File: src/rtl/uart_baud_gen_frac.sv
// ---------------------------------------------------------------------------
// uart_baud_gen_frac
//
// Programmable fractional-N baud generator. Divides clk into an oversample
// tick (os_tick), an end-of-bit tick (bit_tick) and a mid-bit sample tick
// (mid_tick). The divisor can be rewritten at run time; while running, a new
// divisor is parked in a shadow register and takes over at the next period
// boundary so no period is ever shortened or merged. resync re-phases the
// generator to a receiver start-bit edge.
//
// Optional feature macro: UART_BAUD_FRAC_EN
//   defined   : fractional accumulator present, period is div_int or div_int+1
//   undefined : accumulator removed, cfg_frac ignored, period is div_int
//
// Ports
//   clk       in   system clock (single domain)
//   rst       in   synchronous active-high reset
//   baud_en   in   run enable; low freezes all counters and silences ticks
//   cfg_we    in   single-cycle divisor write strobe
//   cfg_int   in   integer divisor, clocks per oversample tick (>= 2)
//   cfg_frac  in   fractional divisor, 1/2^FRAC_W clock units
//   resync    in   one-cycle pulse, restarts the bit phase
//   os_tick   out  oversample tick, one-cycle pulse
//   bit_tick  out  end-of-bit pulse, coincides with os_tick
//   mid_tick  out  mid-bit sample pulse, coincides with os_tick
//   cfg_err   out  one-cycle pulse after a rejected cfg_we
// ---------------------------------------------------------------------------
module uart_baud_gen_frac #(
    parameter int SYS_CLK = 50000000,
    parameter int BAUD    = 9600,
    parameter int OVS     = 16,
    parameter int DIV_W   = 16,
    parameter int FRAC_W  = 4
) (
    input  logic              clk,
    input  logic              rst,
    input  logic              baud_en,
    input  logic              cfg_we,
    input  logic [DIV_W-1:0]  cfg_int,
    input  logic [FRAC_W-1:0] cfg_frac,
    input  logic              resync,
    output logic              os_tick,
    output logic              bit_tick,
    output logic              mid_tick,
    output logic              cfg_err
);

    localparam longint           DIV_DEN  = longint'(BAUD) * longint'(OVS);
    localparam logic [DIV_W-1:0] DEF_INT  = DIV_W'(longint'(SYS_CLK) / DIV_DEN);
    localparam logic [DIV_W-1:0] MIN_INT  = DIV_W'(2);
    localparam int               PH_W     = (OVS > 2) ? $clog2(OVS) : 1;
    localparam logic [PH_W-1:0]  PH_LAST  = PH_W'(OVS - 1);
    localparam logic [PH_W-1:0]  PH_MID   = PH_W'(OVS / 2 - 1);
    localparam logic [PH_W-1:0]  PH_ZERO  = {PH_W{1'b0}};
    localparam logic [PH_W-1:0]  PH_ONE   = PH_W'(1);
    localparam logic [DIV_W:0]   CNT_ZERO = {(DIV_W+1){1'b0}};
    localparam logic [DIV_W:0]   CNT_ONE  = (DIV_W+1)'(1);

    logic [DIV_W-1:0] div_int_r, sh_int_r, div_int_s, sh_int_s;
    logic             sh_pend_r, sh_pend_s;
    logic [DIV_W:0]   cnt_r, cnt_s, period_last_s;
    logic [PH_W-1:0]  ph_r, ph_s;
    logic             cfg_ok_s, period_end_s;
    logic             os_tick_s, bit_tick_s, mid_tick_s, cfg_err_s;

`ifdef UART_BAUD_FRAC_EN
    localparam longint            FRAC_ONE  = longint'(1) << FRAC_W;
    localparam logic [FRAC_W-1:0] DEF_FRAC  =
        FRAC_W'((longint'(SYS_CLK) * FRAC_ONE / DIV_DEN) % FRAC_ONE);
    localparam logic [FRAC_W-1:0] FRAC_ZERO = {FRAC_W{1'b0}};

    logic [FRAC_W-1:0] div_frac_r, sh_frac_r, acc_r;
    logic [FRAC_W-1:0] div_frac_s, sh_frac_s, acc_s, frac_step_s;
    logic              carry_r, carry_s;
`else
    logic unused_cfg_frac_s;
    assign unused_cfg_frac_s = ^cfg_frac;
`endif

    // Period end detection; resync wins over a coincident period end.
    always_comb begin
`ifdef UART_BAUD_FRAC_EN
        period_last_s = {1'b0, div_int_r} + {{DIV_W{1'b0}}, carry_r} - CNT_ONE;
`else
        period_last_s = {1'b0, div_int_r} - CNT_ONE;
`endif
        cfg_ok_s = (cfg_int >= MIN_INT);
        // '>=' rather than '==' so a count held above a newly loaded shorter
        // divisor still terminates its period on resume.
        period_end_s = baud_en && !resync && (cnt_r >= period_last_s);
    end

    // Next-state logic for counters, divisor registers and tick outputs.
    always_comb begin
        cnt_s       = cnt_r;
        ph_s        = ph_r;
        div_int_s   = div_int_r;
        sh_int_s    = sh_int_r;
        sh_pend_s   = sh_pend_r;
`ifdef UART_BAUD_FRAC_EN
        acc_s       = acc_r;
        carry_s     = carry_r;
        div_frac_s  = div_frac_r;
        sh_frac_s   = sh_frac_r;
        // At a swapping boundary the incoming fraction already sets the
        // carry of the first new period.
        frac_step_s = sh_pend_r ? sh_frac_r : div_frac_r;
`endif

        if (resync) begin
            cnt_s = CNT_ZERO;
            ph_s  = PH_ZERO;
`ifdef UART_BAUD_FRAC_EN
            acc_s   = FRAC_ZERO;
            carry_s = 1'b0;
`endif
            if (sh_pend_r) begin
                div_int_s = sh_int_r;
`ifdef UART_BAUD_FRAC_EN
                div_frac_s = sh_frac_r;
`endif
                sh_pend_s = 1'b0;
            end else begin
                sh_pend_s = sh_pend_r;
            end
        end else if (period_end_s) begin
            cnt_s = CNT_ZERO;
            ph_s  = (ph_r == PH_LAST) ? PH_ZERO : (ph_r + PH_ONE);
`ifdef UART_BAUD_FRAC_EN
            {carry_s, acc_s} = {1'b0, acc_r} + {1'b0, frac_step_s};
`endif
            if (sh_pend_r) begin
                div_int_s = sh_int_r;
`ifdef UART_BAUD_FRAC_EN
                div_frac_s = sh_frac_r;
`endif
                sh_pend_s = 1'b0;
            end else begin
                sh_pend_s = sh_pend_r;
            end
        end else if (baud_en) begin
            cnt_s = cnt_r + CNT_ONE;
        end else begin
            cnt_s = cnt_r;
        end

        // A write lands after any boundary copy so the newest value wins.
        if (cfg_we && cfg_ok_s) begin
            sh_int_s = cfg_int;
`ifdef UART_BAUD_FRAC_EN
            sh_frac_s = cfg_frac;
`endif
            if (baud_en) begin
                sh_pend_s = 1'b1;
            end else begin
                // Stopped: load directly and drop any stale pending value.
                div_int_s = cfg_int;
`ifdef UART_BAUD_FRAC_EN
                div_frac_s = cfg_frac;
`endif
                sh_pend_s = 1'b0;
            end
        end else begin
            sh_int_s = sh_int_s;
        end

        os_tick_s  = period_end_s;
        bit_tick_s = period_end_s && (ph_r == PH_LAST);
        mid_tick_s = period_end_s && (ph_r == PH_MID);
        cfg_err_s  = cfg_we && !cfg_ok_s;
    end

    // State and output registers with synchronous reset to the default divisor.
    always_ff @(posedge clk) begin
        if (rst) begin
            div_int_r <= DEF_INT;
            sh_int_r  <= DEF_INT;
            sh_pend_r <= 1'b0;
            cnt_r     <= CNT_ZERO;
            ph_r      <= PH_ZERO;
`ifdef UART_BAUD_FRAC_EN
            div_frac_r <= DEF_FRAC;
            sh_frac_r  <= DEF_FRAC;
            acc_r      <= FRAC_ZERO;
            carry_r    <= 1'b0;
`endif
            os_tick  <= 1'b0;
            bit_tick <= 1'b0;
            mid_tick <= 1'b0;
            cfg_err  <= 1'b0;
        end else begin
            div_int_r <= div_int_s;
            sh_int_r  <= sh_int_s;
            sh_pend_r <= sh_pend_s;
            cnt_r     <= cnt_s;
            ph_r      <= ph_s;
`ifdef UART_BAUD_FRAC_EN
            div_frac_r <= div_frac_s;
            sh_frac_r  <= sh_frac_s;
            acc_r      <= acc_s;
            carry_r    <= carry_s;
`endif
            os_tick  <= os_tick_s;
            bit_tick <= bit_tick_s;
            mid_tick <= mid_tick_s;
            cfg_err  <= cfg_err_s;
        end
    end

endmodule

File: config.mk
export PLATFORM = sky130hd
export DESIGN_NAME = uart_baud_gen_frac
export DESIGN_NICKNAME = d
export VERILOG_FILES = /design/src/rtl/uart_baud_gen_frac.sv
export SDC_FILE = /design/constraint.sdc
export NUM_CORES = 1
export LEC_CHECK = 0
export CAP_MARGIN = 20
export CORE_MARGIN = 2
export CORE_UTILIZATION = 30
export DETAILED_ROUTE_END_ITERATION = 16
export GPL_ROUTABILITY_DRIVEN = 0
export PLACE_DENSITY = 0.53
export RECOVER_POWER = 25
export SYNTH_ARGS = -nofsm -noshare
export SYNTH_HDL_FRONTEND = slang
export SYNTH_SLANG_ARGS = --single-unit
File: constraint.sdc
create_clock -name clk -period 4.45 [get_ports clk]
set_clock_uncertainty 0.2 [all_clocks]
set_input_delay 0.89 -clock clk [delete_from_list [all_inputs] [get_ports clk]]
set_output_delay 0.89 -clock clk [all_outputs]
set_load 0.01 [all_outputs]
==> impl_metrics.ini, run 1 <==
[floorplan]
die-area_um2 = 11980
die_h_um = 109.5
ioPinCount = 29
start_util_pct = 30.78
rows = 38
die_w_um = 109.5
core_area_um2 = 10840

[global_route]
grt_max_degree = 47
grt_pass1_vias = 2880
grt_pass1_wl_mm = 13.72
antenna_found_initial = 0
grt_usage_pct = 14.57
overflow = 0

[yosys]
synth_nets = 437
post_synth.cell_area_avg_um2 = 8.513
synthDistinctLibCells = 46
synth-xor-area-share_pct = 7.349
yosys-top-cells-count = dfxtp_1, nand2_1, nor2_1
synth_compound_gate_area_share_pct = 9.486
synth.ff_latch_count = 58
yosys.area.top_type = dfxtp_1
synth_edf_count = 0
synthArstFlopShare_pct = 0
synthSimpleGateAreaFrac_pct = 32.25
synth.most_common_cell = dfxtp_1
synthCells = 392
synthAdderAreaFrac_pct = 7.499
synthTopCellsByArea = dfxtp_1, ha_1, mux2i_1
synth_mux_area_share_pct = 4.799
syn_area_um2 = 3337
synth_top_flop_cell = dfxtp_1
yosys_warnings = 0
synth_top_area_share_pct = 34.80
yosysSeqAreaShare_pct = 34.80
synth_top_family_by_area = simple AND/OR/NAND/NOR gates

[power]
power_density_nw_per_um2 = 314.4
irDropWorstVdd_v = 0.0001259
p_int_mw = 0.9223
p_switching_mw = 0.3177
combPwrFrac_pct = 11.8
leakagePower_nw = 1.483
switching_share_pct = 25.62
power_frac_seq_pct = 45.3
clkPwrFrac_pct = 42.9

[sta]
rsz0062_at_grt = false
holdWs_ns = 0.2580
hold_violations = 0
timing.fmax_mhz = 245.3
slew_headroom_pct = 27.88
worst_pin_slew_ns = 1.080
fin_crit_sh_pct = 91.60
finalMaxSlewViolations = 0
setup_viol = 0
fin_crit_ns = 4.076
tns_ns = 0

[routing]
wirelength_mm = 7.954
drt_drc_violations_left = 0
drtIter0Drc = 117
wl_per_cell_um = 14.20
drtPass1Iterations = 4
postRouteAntennaNets = 0
avgViaCountPerCell = 5.232
via_count = 2930

[layout]
area_growth_pct = 18.19
layout.nets = 460
drive_gt1_share_pct = 6.667
n_antenna_cell = 0

[setup_path]
critPathCaptureType = register
crit_arrival_ns = 4.15
cp.required_ns = 4.53
cp-start-kind = input port
crit_path_max_fanout = 11
path_class = input port to register

[clocking]
cts_sinks = 58
clk_latency_ns = 0.34
path_clk_slew_ns = 0.07
clockBufferDepth = 2
cts_hold_buf = 0
cts_tree = done
cts_max_level = 3
cts_root_buf = clkbuf_8
cts_buffers = 9

[job]
drv_cap = 0

[placed_design]
dpl.hpwl_mm = 5.725
io_buffers = 24

[min_path]
hp-class = register to register

[outcome]
status = complete, no violations
[final cells by class]
class,count,area [µm²]
Clock buffer,11,131.4
Clock inverter,5,78.83
Fill cell,1152,6897
Inverter,8,30.03
Multi-Input combinational cell,304,2047
Sequential cell,58,1161
Tap cell,140,175.2
Timing Repair Buffer,34,320.3
[timing repair]
| item | in CTS | in global routing |
|---|---|---|
| buffers inserted | 0 | 0 |
| endpoints found under the setup margin | 0 | 14 |
| resized for setup | 0 | 1 |
[kinds of logic (layout without fill, tap and decap cells)]
| kind of cell | Yosys count | in the layout |
|---|---|---|
| simple gates | 194 | 194 |
| buf+inv | 30 | 58 |
| flops | 58 | 58 |
| compound gates | 46 | 46 |
| mux | 16 | 16 |
| xor+xnor | 28 | 28 |
| fa+ha+maj | 20 | 20 |
[registers in the layout, summed over array words and instances, names as in the netlist]
signal,cells
div_int_r,16
os_tick,1
sh_int_r,16
cfg_err,1
mid_tick,1
cnt_r,17
bit_tick,1
sh_pend_r,1
ph_r,4
[worst paths after layout]
path	start	slack (ns)	cells after the start	endpoint
worst max-delay path	cfg_int[15]	0.37	8	div_int_r[13]
worst min-delay path	sh_int_r[11]	0.26	2	sh_int_r[11]
worst max register to register	div_int_r[2]	0.44	14	div_int_r[1]
worst min register to register	sh_int_r[11]	0.26	2	sh_int_r[11]
[layout by cell type, fill, tap and decap left out, types with 17 or more instances in the layout]
master           count
nand3_1             28
clkdlybuf4s50_1     19
ha_1                20
nand4b_1            17
nand2_1             42
dfxtp_1             58
nor2_1              33
[routing by layer]
metal / track usage, % / part of all wire [%] / vias to the layer above
met5: 0 / 0 / -
met3: 3.320 / 3.9 / 6
li1: - / - / 1481
met1: 18.55 / 48 / 1386
met2: 24.51 / 47 / 57
met4: 4.340 / 0.94 / 0
[worst max-delay path, stage by stage]
cell	delay [ns]
dlygate4sd3_1	0.60
or4_1	0.59
o41ai_1	0.82
clkbuf_1	0.37
nand2b_1	0.40
buf_4	0.27
nand4b_1	0.11
nand3_1	0.09
[stage by stage]
| step | std cells | total power [mW] | utilization (%) | setup WS (ns) | area, µm² |
|---|---|---|---|---|---|
| finish | 560 | 1.240 | 36.38 | 0.3739 | 3944 |
| global placement | 544 | 0.7184 | 34.68 | 0.5020 | 3760 |
| CTS | 560 | 1.257 | 36.62 | 0.3653 | 3970 |
| detailed placement | 544 | 0.7229 | 34.68 | 0.4014 | 3760 |
| global route | 560 | 1.304 | 36.38 | 0.05803 | 3944 |
| floorplan | 392 | 0.6634 | - | 0.5929 | 3337 |
[power groups by stage]
| stage | Clock, mW | Sequential (mW) | Combinational (mW) |
|---|---|---|---|
| CTS | 0.545 | 0.561 | 0.150 |
| global placement | 0 | 0.572 | 0.146 |
| finish | 0.532 | 0.561 | 0.147 |
| floorplan | 0 | 0.563 | 0.100 |
| global route | 0.573 | 0.565 | 0.166 |
| detailed placement | 0 | 0.573 | 0.150 |
Power figures use the tool's default switching activity.
==> inputs of run 2 (changes only) <==
--- a/config.mk
+++ b/config.mk
@@ -12,6 +12,7 @@
 export GPL_ROUTABILITY_DRIVEN = 0
 export PLACE_DENSITY = 0.53
 export RECOVER_POWER = 25
+export SKIP_CTS_REPAIR_TIMING = 1
 export SYNTH_ARGS = -nofsm -noshare
 export SYNTH_HDL_FRONTEND = slang
 export SYNTH_SLANG_ARGS = --single-unit
==> results of run 2 <==
Final layout, timing and power as in run 1 (identical DEF).
==> inputs of run 3 (changes only) <==
--- a/config.mk
+++ b/config.mk
@@ -5,7 +5,6 @@
 export SDC_FILE = /design/constraint.sdc
 export NUM_CORES = 1
 export LEC_CHECK = 0
-export CAP_MARGIN = 20
 export CORE_MARGIN = 2
 export CORE_UTILIZATION = 30
 export DETAILED_ROUTE_END_ITERATION = 16
==> results of run 3 <==
Final layout, timing and power as in run 1 (identical DEF).
